<file path="config.mk">
export PLATFORM = sky130hd
export DESIGN_NAME = tanh_req_ctrl
export DESIGN_NICKNAME = d
export VERILOG_FILES = /design/src/rtl/tanh_pkg.sv /design/src/rtl/tanh_req_ctrl.sv
export SDC_FILE = /design/constraint.sdc
export NUM_CORES = 1
export LEC_CHECK = 0
export CORE_ASPECT_RATIO = 0.75
export CORE_MARGIN = 8
export CORE_UTILIZATION = 43
export DETAILED_ROUTE_END_ITERATION = 7
export PLACE_DENSITY = 0.85
export SLEW_MARGIN = 20
export SYNTH_ARGS = -nofsm -noshare
export SYNTH_HDL_FRONTEND = slang
export SYNTH_SLANG_ARGS = --single-unit
</file>
<file path="constraint.sdc">
create_clock -name clk -period 3.6 [get_ports clk]
set_input_delay 0.54 -clock clk [delete_from_list [all_inputs] [get_ports clk]]
set_output_delay 0.54 -clock clk [all_outputs]
set_load 0.01 [all_outputs]
</file>
<file path="src/rtl/tanh_pkg.sv">
// Shared constants for the tanh approximator and its request controller.
// Fixed-point scale, range breakpoints and the controller FSM encoding.
package tanh_pkg;

    localparam int DEF_DATA_W = 32;

    // Fixed-point 1.0 and the range breakpoints (0.2 and 0.86 of ONE)
    localparam logic [31:0] ONE    = 32'h00005B47;
    localparam logic [31:0] BP_LIN = 32'h00001241;
    localparam logic [31:0] BP_SAT = 32'h00004E80;

    typedef enum logic [1:0] {
        ST_IDLE = 2'd0,
        ST_RUN  = 2'd1,
        ST_GAP  = 2'd2
    } state_e;

endpackage

</file>
<file path="src/rtl/tanh_req_ctrl.sv">
// Request controller driving the tanh approximator's en/data_in/done/data_out port.
// Latency: result valid 4 (2-step) or 5 (3-step) cycles after accept; timeout after TIMEOUT_CYCLES.
// Backpressure: in_ready drops while a result is pending; out_data/out_err hold until out_ready.
module tanh_req_ctrl #(
    parameter int DATA_W         = tanh_pkg::DEF_DATA_W,
    parameter int TIMEOUT_CYCLES = 8,
    parameter int TO_W           = 4
) (
    input  logic              clk,
    input  logic              rstn,
    input  logic              in_valid,
    output logic              in_ready,
    input  logic [DATA_W-1:0] in_data,
    output logic              out_valid,
    input  logic              out_ready,
    output logic [DATA_W-1:0] out_data,
    output logic              out_err,
    output logic              err_sticky,
    input  logic              err_clr,
    output logic              busy,
    output logic              act_en,
    output logic [DATA_W-1:0] act_data,
    input  logic              act_done,
    input  logic [DATA_W-1:0] act_result
);
    import tanh_pkg::*;

    localparam logic [TO_W-1:0] TO_LAST = TO_W'(TIMEOUT_CYCLES - 1);

    state_e            state_q, state_d;
    logic              act_en_q, act_en_d;
    logic [DATA_W-1:0] act_data_q, act_data_d;
    logic [TO_W-1:0]   cnt_q, cnt_d;
    logic              out_valid_q, out_valid_d;
    logic [DATA_W-1:0] out_data_q, out_data_d;
    logic              out_err_q, out_err_d;
    logic              err_sticky_q, err_sticky_d;

    // No path from out_ready: a new operand waits until the pending result is gone.
    assign in_ready   = (state_q == ST_IDLE) && !out_valid_q;
    assign busy       = (state_q != ST_IDLE);
    assign act_en     = act_en_q;
    assign act_data   = act_data_q;
    assign out_valid  = out_valid_q;
    assign out_data   = out_data_q;
    assign out_err    = out_err_q;
    assign err_sticky = err_sticky_q;

    always_comb begin
        state_d      = state_q;
        act_en_d     = act_en_q;
        act_data_d   = act_data_q;
        cnt_d        = cnt_q;
        out_valid_d  = out_valid_q;
        out_data_d   = out_data_q;
        out_err_d    = out_err_q;
        err_sticky_d = err_sticky_q;

        if (out_valid_q && out_ready) begin
            out_valid_d = 1'b0;
        end
        if (err_clr) begin
            err_sticky_d = 1'b0;
        end

        case (state_q)
            ST_IDLE: begin
                if (in_valid && in_ready) begin
                    act_data_d = in_data;
                    act_en_d   = 1'b1;
                    cnt_d      = '0;
                    state_d    = ST_RUN;
                end
            end
            ST_RUN: begin
                cnt_d = cnt_q + 1'b1;
                if (act_done) begin
                    out_data_d  = act_result;
                    out_err_d   = 1'b0;
                    out_valid_d = 1'b1;
                    act_en_d    = 1'b0;
                    state_d     = ST_GAP;
                end else if (cnt_q == TO_LAST) begin
                    // Written after the clear above so a timeout beats err_clr.
                    out_data_d   = '0;
                    out_err_d    = 1'b1;
                    out_valid_d  = 1'b1;
                    err_sticky_d = 1'b1;
                    act_en_d     = 1'b0;
                    state_d      = ST_GAP;
                end
            end
            ST_GAP: begin
                state_d = ST_IDLE;
            end
            default: begin
                act_en_d = 1'b0;
                state_d  = ST_IDLE;
            end
        endcase
    end

    always_ff @(posedge clk or negedge rstn) begin
        if (!rstn) begin
            state_q      <= ST_IDLE;
            act_en_q     <= 1'b0;
            act_data_q   <= '0;
            cnt_q        <= '0;
            out_valid_q  <= 1'b0;
            out_data_q   <= '0;
            out_err_q    <= 1'b0;
            err_sticky_q <= 1'b0;
        end else begin
            state_q      <= state_d;
            act_en_q     <= act_en_d;
            act_data_q   <= act_data_d;
            cnt_q        <= cnt_d;
            out_valid_q  <= out_valid_d;
            out_data_q   <= out_data_d;
            out_err_q    <= out_err_d;
            err_sticky_q <= err_sticky_d;
        end
    end

endmodule

</file>
== Word-level counts from Yosys, hierarchy flattened ==
Cells that the tools add are included.
Operators by class
  eq/ne operators: 5
  bitwise logic cells: 1
  mux-type cells: 22
  add/sub/neg operators: 1
  reductions and logical operators: 13
Operators by type and width (number)
  $mux 32: 2
  $mux 1: 13
  $pmux 4 s2: 1
  $reduce_and 2->1: 4
  $mux 2: 3
  $reduce_bool 2->1: 3
  $add 4x1->4 const B: 1
  $eq 4x3->1 const B: 1
  $mux 4: 1
  $pmux 2 s2: 1
  $logic_and 1x1->1: 3
  $ne 3x3->1 const B: 1
  $pmux 1 s3: 1
  $reduce_and 3->1: 1
  $eq 2x1->1 const B: 1
  $eq 2x2->1 const B: 1
  $logic_not 2->1: 1
  $ne 2x1->1 const B: 1
  $logic_not 1->1: 1
  $not 1->1: 1
Storage, ports and cells
  input bits: 70
  flip-flop bits (word level): 74
  logic and storage cells: 50
  output and inout port bits: 70

== Logic depth before layout (Yosys ltp) ==
  depth in word-level cells: 5
  mapped depth: 6
  depth with buffers taken out: 4

== Worst setup path before layout ==
No wires, ideal clock.
  kind: input -> register
  start point: input port in_valid
  end point: register act_data_q[16], in the netlist act_data[16]
  data required time: 3.475 ns
  library setup time: 0.125 ns
  cell stages on the path: 4
  path buffers: 2
  arrival: 1.370 ns
  setup slack: 2.106 ns
  path through: nor4b_4 > buf_6 > buf_6 > mux2_2
On the way
  longest elaborated chain between the ends: 2
Ends and longest elaborated chain
  from (decl): line tanh_req_ctrl.sv:11  | input logic in_valid,
  $logic_and 1x1->1: line tanh_req_ctrl.sv:68  | if (in_valid && in_ready) begin
  $reduce_and 2->1 (no source line)
  to (signal assigned): line tanh_req_ctrl.sv:116  | act_data_q <= act_data_d;
  to (decl): line tanh_req_ctrl.sv:32  | logic [DATA_W-1:0] act_data_q, act_data_d;
Every way passes these cells.
A chain may end at the register's enable or synchronous reset.

== Worst setup path in the final report ==
  start point: register state_q[1]
  end point: output port in_ready
On the way
  longest elaborated chain between the ends: 2
Ends and longest elaborated chain
  from (decl): line tanh_req_ctrl.sv:30  | state_e state_q, state_d;
  from (signal assigned): line tanh_req_ctrl.sv:114  | state_q <= state_d;
  $logic_not 2->1: line tanh_req_ctrl.sv:40  | assign in_ready = (state_q == ST_IDLE) && !out_valid_q;
  $logic_and 1x1->1: line tanh_req_ctrl.sv:40
  to (decl): line tanh_req_ctrl.sv:12  | output logic in_ready,
Every way passes these cells.

==> results_dict.tcl <==
set metrics [dict create \
    synthTopCellsByArea "dfrtp_1, mux2_2, a22o_1" \
    synthCells 184 \
    die_y_um 86.39 \
    synth.distinct_cells 28 \
    rrSetupSlack_ns 1.63 \
    cts-root-buf "clkbuf_8" \
    die_w_um 109.8 \
    drive_above_1_share_pct 16.82 \
    p_leak_nw 1.914 \
    tightestPinTransition_ns 0.9067 \
    start_kind "flip-flop" \
    cts.repair.resized 0 \
    cts_tree "built" \
    syn_avg_cell_area_um2 15.44 \
    drv_cap 0 \
    yosysTopAreaCell "dfrtp_1" \
    syn_area_um2 2840 \
    port-buffer-count 139 \
    cp.arrival_ns 1.75 \
    coreArea_um2 6350 \
    hpwl_um 5451 \
    finalSetupTns_ns 0 \
    grt_pass1_wl_um 11500 \
    cts_buffer_depth 2 \
    synth_top_area_share_pct 65.20 \
    rr_worst_depth 3 \
    layout_min_cycle_time_ns 2.290 \
    drtPass1Iterations 4 \
    grt_max_degree 75 \
    postCtsHoldBufs 0 \
    antenna_found_initial 0 \
    fmax_ghz 0.4368 \
    rows 25 \
    skew_ns 0.007474 \
    ys_seq_area_share_pct 65.20 \
    numCtsBuffers 9 \
    regToRegStartpoint "state_q[1]" \
    max_slew_margin_pct 39.56 \
    layout_common_cells "clkdlybuf4s50_1, dfrtp_1, a22o_1, mux2_2, clkbuf_8" \
    syn-num-nets 255 \
    powerDensity_nw_per_um2 875.2 \
    globalRouteTotalUtil_pct 15.51 \
    path_class "reg2out" \
    synth_seq_cells 74 \
    start_util_pct 44.73 \
    status "finished clean" \
    num_io_pins 140 \
    grt_pass1_vias 2159 \
    yosys_warnings 0 \
    reg2reg_to "act_data[24]" \
    syn_to_final_growth_pct 57.31 \
    clk_pin_slew_worst_paths_ns 0.08 \
    num-nets-final 394 \
    hold_path.class "in2async" \
    peakVddDrop_mv 0.4577 \
    finalSetupViolations 0 \
    crit_required_ns 3.06 \
    fin_cells 408 \
    clock_latency_ns 0.33 \
    drt-vias-per-instance 5.010 \
    n_antenna_cell 0 \
    finalCritPeriodShare_pct 63.60 \
    htree_levels 3 \
    mostFrequentLayoutCell "clkdlybuf4s50_1" \
    drc 0 \
    placed_cells 393 \
    vias 2044 \
    die_area_um2 9489 \
    cts_sinks 74 \
    cp-end-kind "output pin" \
    rsz0062_at_grt "no" \
    drtIter0Drc 52 \
    wl_um 7385 \
    hold_viol 0 \
    path_max_fanout 5 \
    overflow 0 \
    wl_per_cell_um 18.10 \
    whs_ns 0.3164 \
    gp_congestion 0.7068 \
    final_max_slew_viol_count 0 \
    ant_nets 0 \
    postCtsSetupRepairBufs 0 \
]
## metal layers
layer,global-route usage [%],vias to the layer above,part of all wire (%)
met4,4.768,0,0.74
met3,6.820,6,12
met5,0,-,0
met2,23.03,104,43
met1,19.80,991,44
li1,-,943,-
## power by group
group / leakage [nW] / internal (mW) / switching, mW / total (mW)
registers: 0.906 / 1.22 / 0.231 / 1.45
logic: 0.893 / 1.09 / 0.653 / 1.74
clock network: 0.116 / 0.426 / 0.291 / 0.717
total: 1.91 / 2.74 / 1.17 / 3.91
## worst max-delay path, cell delays in order, from the launching register on
cell,delay (ns)
dfrtp_1,0.47
or2_2,0.32
nor2_1,0.09
clkdlybuf4s50_1,0.54
## stage by stage
| step | cell area (um2) | total power [mW] | setup slack [ns] | util, % |
|---|---|---|---|---|
| after floorplan | 2840 | 2.259 | 2.106 | - |
| after global placement | 4243 | 3.186 | 1.223 | 66.82 |
| after detailed placement | 4243 | 3.233 | 1.167 | 66.82 |
| after CTS | 4468 | 3.970 | 1.276 | 70.36 |
| after global routing | 4468 | 4.135 | 1.220 | 70.36 |
| final | 4468 | 3.910 | 1.310 | 70.36 |
## kinds of logic (layout without fill, tap and decap cells)
logic type	after synthesis	in the layout	share of synthesized area (%)
DFF	74	74	65.20
AOI/OAI and AO/OA	42	42	12.38
muxes	33	33	13.04
and+or+nand+nor	17	17	4.185
buffers and inverters	16	159	4.449
adders and majority gates	1	1	0.4405
xor gates and xnor gates	1	1	0.3084
## area by class of cell
class,instances,area (um2)
clock buffer,11,151.4
clock inverter,4,73.82
fill,424,1882
inverter,3,11.26
multi-input combinational,94,862.1
sequential,74,1852
tap,81,101.3
timing repair buffer,141,1416
## synth_stat cells
cell / instances
and3b_1: 1
o21ai_0: 3
buf_4: 5
ha_1: 1
nand2_1: 4
xor2_1: 1
nor4b_4: 1
nor3b_1: 1
mux2_2: 32
o21ai_4: 1
o22ai_1: 2
o31ai_1: 1
or2_2: 2
nand3b_1: 1
buf_2: 2
and2_1: 1
buf_6: 6
mux2i_1: 1
nand2b_1: 1
a22o_1: 32
a21oi_1: 1
nor2_1: 2
nor3_1: 1
nor2b_4: 1
dfrtp_1: 74
nand3_1: 1
inv_1: 3
a21o_1: 2
## state kept, by name (all words and copies together), names as in the netlist
name	flops
out_err	1
act_data	32
act_en	1
state_q	2
out_data	32
out_valid	1
cnt_q	4
err_sticky	1
## how the worst max path moves through the flow
stage	from	end	slack, ns	cells after the start
2_1_floorplan	in_valid	act_data[16]	2.11	4
3_3_place_gp	in_valid	act_data[24]	1.22	4
3_5_place_dp	in_valid	act_data[24]	1.17	4
4_1_cts	state_q[1]	in_ready	1.28	3
5_1_grt	state_q[1]	in_ready	1.22	3
6_report	state_q[1]	in_ready	1.31	3
(Power assumes the default switching activity.)
